<file path="src/rtl/mux_pkg.sv">
// mux_pkg: shared definitions for the 8x1 mux scan controller, the mux and
// their testbench.
//   SEL_W / N_CH  : select width and channel count (N_CH = 2**SEL_W)
//   CNT_W         : width of the settle counter
//   scan_state_e  : scan controller FSM states
package mux_pkg;

  localparam int unsigned SEL_W = 3;
  localparam int unsigned N_CH  = 2 ** SEL_W;
  localparam int unsigned CNT_W = 4;

  typedef enum logic [1:0] {
    ST_IDLE   = 2'd0,
    ST_SETTLE = 2'd1,
    ST_SAMPLE = 2'd2,
    ST_HOLD   = 2'd3
  } scan_state_e;

  typedef logic [SEL_W-1:0] sel_t;
  typedef logic [N_CH-1:0]  word_t;
  typedef logic [CNT_W-1:0] cnt_t;

endpackage

</file>
<file path="src/rtl/mux_scan_ctrl_if.sv">
// mux_scan_ctrl_if: bundle between the scan controller, the mux and the
// downstream word consumer.
//   start       scan request (to controller)
//   mux_o       mux output (to controller)
//   sel         mux select (from controller)
//   busy        scan in progress (from controller)
//   word        assembled samples (from controller)
//   word_valid  word complete (from controller)
//   word_ready  downstream accepts word (to controller)
// Modports: slave = controller side, master = environment side.
interface mux_scan_ctrl_if;
  import mux_pkg::*;

  logic  start;
  logic  mux_o;
  sel_t  sel;
  logic  busy;
  word_t word;
  logic  word_valid;
  logic  word_ready;

  modport slave (
    input  start, mux_o, word_ready,
    output sel, busy, word, word_valid
  );

  modport master (
    output start, mux_o, word_ready,
    input  sel, busy, word, word_valid
  );
endinterface

</file>
<file path="src/rtl/mux_scan_ctrl_settle_counter.sv">
// settle_counter: settle-interval counter for the scan controller.
//   clk, rst  clock and synchronous active-high reset
//   clr       clear count to 0 (priority over en)
//   en        increment count
//   tc        terminal count: en is high and count == TERM-1
module settle_counter
  import mux_pkg::*;
#(
  parameter int unsigned TERM = 1
) (
  input  logic clk,
  input  logic rst,
  input  logic clr,
  input  logic en,
  output logic tc
);

  cnt_t cnt_q, cnt_d;

  always_comb begin
    cnt_d = cnt_q;
    if (clr) begin
      cnt_d = '0;
    end else if (en) begin
      cnt_d = cnt_q + cnt_t'(1);
    end
  end

  always_ff @(posedge clk) begin
    if (rst) begin
      cnt_q <= '0;
    end else begin
      cnt_q <= cnt_d;
    end
  end

  assign tc = en && (cnt_q == cnt_t'(TERM - 1));

endmodule

</file>
<file path="src/rtl/mux_scan_ctrl.sv">
// mux_scan_ctrl: steps the 8x1 mux select through channels 0..7, waits
// SETTLE cycles on each, samples mux_o for one cycle, and offers the
// assembled word downstream with a valid/ready handshake.
//   clk, rst  clock and synchronous active-high reset
//   bus       mux_scan_ctrl_if.slave (start, mux_o, sel, busy, word,
//             word_valid, word_ready)
// Parameter SETTLE (1..15): cycles sel is held before sampling.
// Macro SCAN_AUTO_RESTART_EN: when defined, the handshake edge starts the
// next scan directly instead of returning to idle.
module mux_scan_ctrl
  import mux_pkg::*;
#(
  parameter int unsigned SETTLE = 1
) (
  input logic            clk,
  input logic            rst,
  mux_scan_ctrl_if.slave bus
);

  scan_state_e state_q, state_d;
  sel_t        sel_q, sel_d;
  word_t       word_q, word_d;
  logic        valid_q, valid_d;
  logic        busy_q, busy_d;

  logic cnt_en, cnt_clr, cnt_tc;

  // Counter runs only in SETTLE and is held at zero elsewhere, so every
  // entry into SETTLE starts a fresh interval.
  assign cnt_en  = (state_q == ST_SETTLE);
  assign cnt_clr = !cnt_en;

  settle_counter #(.TERM(SETTLE)) u_settle_counter (
    .clk (clk),
    .rst (rst),
    .clr (cnt_clr),
    .en  (cnt_en),
    .tc  (cnt_tc)
  );

  always_comb begin
    state_d = state_q;
    sel_d   = sel_q;
    word_d  = word_q;
    valid_d = valid_q;

    case (state_q)
      ST_IDLE: begin
        if (bus.start) begin
          state_d = ST_SETTLE;
          sel_d   = '0;
          word_d  = '0;
        end
      end
      ST_SETTLE: begin
        if (cnt_tc) begin
          state_d = ST_SAMPLE;
        end
      end
      ST_SAMPLE: begin
        word_d[sel_q] = bus.mux_o;
        if (sel_q == sel_t'(N_CH - 1)) begin
          state_d = ST_HOLD;
          valid_d = 1'b1;
        end else begin
          sel_d   = sel_q + sel_t'(1);
          state_d = ST_SETTLE;
        end
      end
      ST_HOLD: begin
        if (valid_q && bus.word_ready) begin
          valid_d = 1'b0;
`ifdef SCAN_AUTO_RESTART_EN
          state_d = ST_SETTLE;
          sel_d   = '0;
          word_d  = '0;
`else
          state_d = ST_IDLE;
`endif
        end
      end
      default: state_d = ST_IDLE;
    endcase

    // busy is registered from the next state so it lines up with state_q.
    busy_d = (state_d == ST_SETTLE) || (state_d == ST_SAMPLE);
  end

  always_ff @(posedge clk) begin
    if (rst) begin
      state_q <= ST_IDLE;
      sel_q   <= '0;
      word_q  <= '0;
      valid_q <= 1'b0;
      busy_q  <= 1'b0;
    end else begin
      state_q <= state_d;
      sel_q   <= sel_d;
      word_q  <= word_d;
      valid_q <= valid_d;
      busy_q  <= busy_d;
    end
  end

  assign bus.sel        = sel_q;
  assign bus.word       = word_q;
  assign bus.word_valid = valid_q;
  assign bus.busy       = busy_q;

endmodule

</file>
<file path="src/flat_wrapper.sv">
// flat-port wrapper written by rule: the top's interface ports become plain ports
module mux_scan_ctrl_flat import mux_pkg::*;
#(
  parameter int unsigned SETTLE = 1
)
  (clk, rst, bus_start, bus_mux_o, bus_word_ready, bus_sel, bus_busy, bus_word, bus_word_valid);
  mux_scan_ctrl_if bus_i ();
  input logic clk;
  input logic rst;
  input wire logic [$bits(bus_i.start)-1:0] bus_start;
  input wire logic [$bits(bus_i.mux_o)-1:0] bus_mux_o;
  input wire logic [$bits(bus_i.word_ready)-1:0] bus_word_ready;
  output wire logic [$bits(bus_i.sel)-1:0] bus_sel;
  output wire logic [$bits(bus_i.busy)-1:0] bus_busy;
  output wire logic [$bits(bus_i.word)-1:0] bus_word;
  output wire logic [$bits(bus_i.word_valid)-1:0] bus_word_valid;
  assign bus_i.start = bus_start;
  assign bus_i.mux_o = bus_mux_o;
  assign bus_i.word_ready = bus_word_ready;
  assign bus_sel = bus_i.sel;
  assign bus_busy = bus_i.busy;
  assign bus_word = bus_i.word;
  assign bus_word_valid = bus_i.word_valid;
  mux_scan_ctrl #(.SETTLE(SETTLE)) u_core (.clk(clk), .rst(rst), .bus(bus_i));
endmodule
</file>
<file path="config.mk">
export PLATFORM = sky130hd
export DESIGN_NAME = mux_scan_ctrl_flat
export DESIGN_NICKNAME = d
export VERILOG_FILES = /design/src/rtl/mux_pkg.sv /design/src/rtl/mux_scan_ctrl_if.sv /design/src/rtl/mux_scan_ctrl_settle_counter.sv /design/src/rtl/mux_scan_ctrl.sv /design/src/flat_wrapper.sv
export SDC_FILE = /design/constraint.sdc
export NUM_CORES = 1
export LEC_CHECK = 0
export CORE_ASPECT_RATIO = 1.2
export CORE_UTILIZATION = 40
export CTS_CLUSTER_SIZE = 20
export DETAILED_ROUTE_END_ITERATION = 7
export PLACE_DENSITY_LB_ADDON = 0.12
export SLEW_MARGIN = 20
export SYNTH_ARGS = -nofsm -noshare
export SYNTH_HDL_FRONTEND = slang
export SYNTH_SLANG_ARGS = --single-unit
export TNS_END_PERCENT = 10
</file>
<file path="constraint.sdc">
create_clock -name clk -period 1.9 [get_ports clk]
set_clock_uncertainty 0.2 [all_clocks]
set_input_delay 0.285 -clock clk [delete_from_list [all_inputs] [get_ports clk]]
set_output_delay 0.285 -clock clk [all_outputs]
set_load 0.03 [all_outputs]
</file>
Word level (Yosys, flattened, before mapping)

Cells that the tools add are included.

Register bits after elaboration: 19
Bits in latches: 0
RAM bits: 0
ROM bits: 0
Input port bits: 5
Output and inout bits: 13
Logic and storage cells: 49
Memories kept: 0

$add $sub $neg: 2
$mul: 0
Divide/modulo/power cells: 0
$lt $le $gt $ge: 2
Eq/ne operators: 10
Shift operators: 0
Multiplexer cells: 16
Bitwise logic cells: 1
Reductions and logical operators: 12

Operators by type and width:

| kind                | count |
|---|---|
| $pmux 8 s2          | 1 |
| $bwmux 8            | 1 |
| $mux 2              | 4 |
| $mux 8              | 1 |
| $pmux 2 s4          | 1 |
| $eq 2x2->1 const B  | 3 |
| $mux 3              | 2 |
| $pmux 3 s2          | 1 |
| $reduce_and 3->1    | 2 |
| $add 4x1->4 const B | 1 |
| $eq 2x1->1 const B  | 2 |
| $logic_not 4->1     | 1 |
| $lt 3x4->1 const B  | 1 |
| $ne 2x1->1 const B  | 2 |
| $ne 2x2->1 const B  | 2 |
| $reduce_bool 2->1   | 2 |
| $add 3x1->3 const B | 1 |
| $demux 1 s3         | 1 |
| $eq 3x3->1 const B  | 1 |
| $ge 3x1->1 const B  | 1 |
| $logic_and 1x1->1   | 3 |
| $mux 1              | 3 |
| $logic_not 2->1     | 1 |
| $pmux 1 s2          | 1 |
| 4 further kinds     | 4 |

Depth between registers and ports, before layout

Gate-level depths: netlist of the first run.

Depth after elaboration: 6
Gate-level depth with buffers: 5
Mapped depth without buffers: 5

Modules after synthesis

From an unflattened synthesis of the first run, not the netlist that was laid out.

Cell total of the unflattened synthesis: 113
Area, all modules: 1067.3 um2

Modules (own cells, without submodules):

| module         | instances | cells an instance | area an instance (um2) | sequential area each (um2) |
|---|---|---|---|---|
| mux_scan_ctrl  | 1         | 92                | 825.8                  | 300.3 |
| settle_counter | 1         | 21                | 241.5                  | 80.1 |

Least setup slack after synthesis of the first run

Ideal clock, no wire load.

Path type: register to register
Start point: register u_core.sel_q[0] (netlist: u_core.bus.sel[0])
End point: register u_core.sel_q[0] (netlist: u_core.bus.sel[0])
Setup time: 0.121 ns
Data arrival time: 1.347 ns
Data required time: 1.579 ns
Setup slack: 0.232 ns
Cell stages (with the launch flop): 6
Buffers on the path: 0
Period minus slack after synthesis: 1.668 ns
Cell sequence: dfxtp_1 > ha_1 > ha_1 > a21oi_1 > a21oi_2 > mux2_2

Longest elaborated chain between the ends: 3
Elaborated cells on any way between the ends: 6
Classes of those cells: add/sub (1); eq/ne (2); mux (2); reduce/logical (1)

Ends and longest elaborated chain:

| what                                           | line                                     | source |
|---|---|---|
| from (decl)                                    | mux_scan_ctrl.sv:21                      | `sel_t sel_q, sel_d;` |
| from (signal assigned)                         | mux_scan_ctrl.sv:98                      | `sel_q <= sel_d;` |
| $add 3x1->3 or $eq 3x3->1 (tied branches)      | mux_scan_ctrl.sv:66, mux_scan_ctrl.sv:62 |  |
| $mux 3 or $ne 2x2->1 (tied branches)           | n/a                                      |  |
| $pmux 3 s2 or $reduce_and 3->1 (tied branches) | n/a                                      |  |

Several ways; a longest one is shown, not always the timed one. The select of a mux whose other input is x is not followed.
A chain may end at the register's enable or synchronous reset.

Worst setup path in the final report of the first run

Start point: register u_core.sel_q[0] (netlist: u_core.bus.sel[0])
End point: output bus_sel[0]

RTL lines:

| what      | line               | source |
|---|---|---|
| to (decl) | flat_wrapper.sv:13 | `output wire logic [$bits(bus_i.sel)-1:0] bus_sel;` |

No word-level cell between the ends.

==> metrics, run 1 <==
remaining antenna violation count 0; gpl congestion around 0.71; area share of the largest cell type after synthesis 0.380; nets@finish 124; H-tree Lvls 1; most common cell in the netlist dfxtp_1; Gate Count Post-Synth 95; area delta synth->final 20.2%; Slew @ Worst Pin between 400 and 500 ps; CTS Buf Count 3; crit path launch u_core.bus.sel[0]$_SDFFE_PP0P_; P_leak 0.475 nW; overall power 0.000722 W; global-route wire length before repair around 2800 um; pin count of the biggest net entering global routing 12; die area ~0.0027 mm^2; asr flop ratio synth 0; initial antenna violation count 0; Worst-Skew Late Latency ~300 ps; post-synthesis cell area 0.00100 mm^2; Mean Syn Cell Area about 11 um^2; r2r setup slk between 200 and 250 ps; crit path kind reg2out; setup_tns 0 ps; GRT Total Usage 0.142; clock sink count 19; RR Endpoint u_core.bus.word[2]$_SDFFE_PP0P_; CP max FO 3; setup ws final 56.2 ps; hold_ws about 270 ps; vias in the first global route between 600 and 700; Placement Setup Slack 21.2 ps; #FFs+latches synth 19; YS warnings 0; crit path max-delay cell type clkdlybuf4s50_1; hold path cells 1; worst flop-to-flop path startpoint u_core.state_q[1]$_SDFF_PP0_; Max-cap violations 0; # diodes 0; Hold Crit Start u_core.u_settle_counter.cnt_q[0]$_SDFF_PP0_; FP Rows 19; Synth top cells by count dfxtp_1, mux2_2, nor2_1, nor3b_1; Detailed Route Iter0 Violations 6; Cell Chain, Critical Path clkdlybuf4s50_1; Hold Crit Endpoint u_core.u_settle_counter.cnt_q[0]$_SDFF_PP0_; Crit path max-delay family buffers and inverters; Total Wirelength between 1500 and 2000 um; post-synthesis net count ~100; RSZ-0062 raised after global routing no; max-slew violations 0; pwr dens between 500 and 600 mW/mm^2; Top FF cell, synth dfxtp_1; sequential area share after synthesis 0.380; clock-pin transition on the worst setup and hold timing paths about 120 ps; Die X 47.7 um; status completed; Post-CTS Setup Inserts 0; largest area contributor in the netlist dfxtp_1; via-per-instance ratio between 4 and 5; FF-to-FF path depth 3; DPL Wire Length approximately 1200 um; highest clock rate 542 MHz; min-delay worst type reg2reg; detailed-route via count roughly 710; worst vdd ir slightly above 300 uV; DIE HEIGHT ~57 um; GRT overflow 0; Root Buffer clkbuf_4; # IOs 18; initial core utilization 0.430; startpoint types flop; buffers added on ports 17; Unique masters post-synth 34; share of cells above drive strength 1 0.237; Final Hold Vio Count 0; largest cells by area after synthesis dfxtp_1, mux2_2, nor3b_1, ha_1, clkbuf_8; Worst Path Arrival 1360 ps; Final Cycle Share 0.970; CP bufs+invs 1; CORE AREA around 0.0023 mm^2; final setup fails 0; Critical Path End Type primary output; CTS tree done; Crit path largest cell delay just under 700 ps; CTS Buffer Depth 2; post-DR wirelength/cell around 11 um; Post-Route Utilization 0.517; Period minus WS final 1840 ps; DRT Pass-1 Iters 4; relative slew slack 0.687; Req. time, crit path approximately 1400 ps; residual DRC count 0; number of flops mapped to enable cells by yosys 0
==> stage by stage <==
| stage | instance area (um^2) | std cells |
|---|---|---|
| 3_5_place_dp | 1170 | 141 |
| 4_1_cts | 1200 | 145 |
| 6_report | 1200 | 145 |
| 5_1_grt | 1200 | 145 |
| 2_1_floorplan | 1000 | 95 |
| 3_3_place_gp | 1170 | 141 |
==> timing repair <==
action,in CTS,in global routing
hold buffers,0,0
gates resized for setup,0,2
setup endpoints to repair,0,2
hold endpoints to repair,0,0
==> logic make-up (layout without fill, tap and decap cells) <==
logic type	after synthesis	in the layout	share of synthesized area
buffers and inverters	10	29	0.0874
flip-flops	19	19	0.380
XOR/XNOR	2	2	0.0175
AO/OA/AOI/OAI	12	12	0.0824
adder cells (fa/ha/maj)	4	4	0.0499
multiplexers	9	9	0.101
AND/OR/NAND/NOR	39	39	0.282
==> state kept, by name, indices dropped and copies added (netlist names) <==
signal,cells
u_core.bus.word_valid,1
u_core.bus.busy,1
u_core.u_settle_counter.cnt_q,4
u_core.bus.sel,3
u_core.state_q,2
u_core.bus.word,8
==> report_power, final <==
group	internal (W)	switching (W)	leakage, nW
combinational	0.0000449	0.0000457	0.303
clock	0.0000784	0.000131	0.0177
sequential	0.000407	0.0000152	0.154
total	0.000531	0.000192	0.475
==> worst register-to-register path, cell delays in order, from the launching register on <==
cell	delay, ps
dfxtp_1	620
nand2b_4	140
nor4b_4	260
mux2_2	350
==> routing by layer <==
layer / part of all wire / vias up / wire length, um / global-route usage
met5: 0 / - / 0 / 0
met4: 0.013 / 0 / 21 / 0.0714
met3: 0.038 / 2 / 63 / 0.0450
met2: 0.46 / 14 / 764 / 0.205
met1: 0.48 / 330 / 799 / 0.183
li1: - / 368 / - / -
==> worst max-delay path by stage <==
stage,endpoint,slack [ps],depth (start not counted)
6_report,bus_sel[0],60,1
5_1_grt,bus_sel[0],20,1
4_1_cts,bus_sel[1],20,1
3_5_place_dp,u_core.bus.word[1]$_SDFFE_PP0P_,20,4
3_3_place_gp,u_core.bus.word[6]$_SDFFE_PP0P_,30,4
2_1_floorplan,u_core.bus.sel[0]$_SDFFE_PP0P_,230,5
==> cell type report <==
class / count / area [um^2]
clock inverter: 1 / 5.00
inverter: 3 / 11.3
multi-input combinational: 66 / 534
fill: 243 / 1120
timing repair buffer: 22 / 213
tap: 31 / 38.8
clock buffer: 3 / 22.5
sequential: 19 / 380
==> placed cells by master, fill, tap and decap left out, types with 3 or more instances in the layout <==
| master | count |
|---|---|
| clkbuf_4 | 3 |
| nor3b_1 | 8 |
| buf_4 | 5 |
| a21oi_1 | 4 |
| clkdlybuf4s50_1 | 15 |
| inv_1 | 3 |
| ha_1 | 4 |
| nor2_1 | 8 |
| mux2_2 | 9 |
| dfxtp_1 | 19 |
| nand3_1 | 4 |
(Power assumes the default switching activity.)
==> run 2: changes to the inputs <==
--- a/config.mk
+++ b/config.mk
@@ -10,7 +10,7 @@
 export CTS_CLUSTER_SIZE = 20
 export DETAILED_ROUTE_END_ITERATION = 7
 export PLACE_DENSITY_LB_ADDON = 0.12
-export SLEW_MARGIN = 20
+export SLEW_MARGIN = 5
 export SYNTH_ARGS = -nofsm -noshare
 export SYNTH_HDL_FRONTEND = slang
 export SYNTH_SLANG_ARGS = --single-unit
==> results of run 2 <==
No change in the layout: final DEF, timing and power equal those of run 1.
==> run 3: changes to the inputs <==
--- a/config.mk
+++ b/config.mk
@@ -5,9 +5,10 @@
 export SDC_FILE = /design/constraint.sdc
 export NUM_CORES = 1
 export LEC_CHECK = 0
+export CAP_MARGIN = 30
 export CORE_ASPECT_RATIO = 1.2
 export CORE_UTILIZATION = 40
-export CTS_CLUSTER_SIZE = 20
+export CTS_CLUSTER_SIZE = 24
 export DETAILED_ROUTE_END_ITERATION = 7
 export PLACE_DENSITY_LB_ADDON = 0.12
 export SLEW_MARGIN = 5
==> results of run 3 <==
No change in the layout: final DEF, timing and power equal those of run 1.
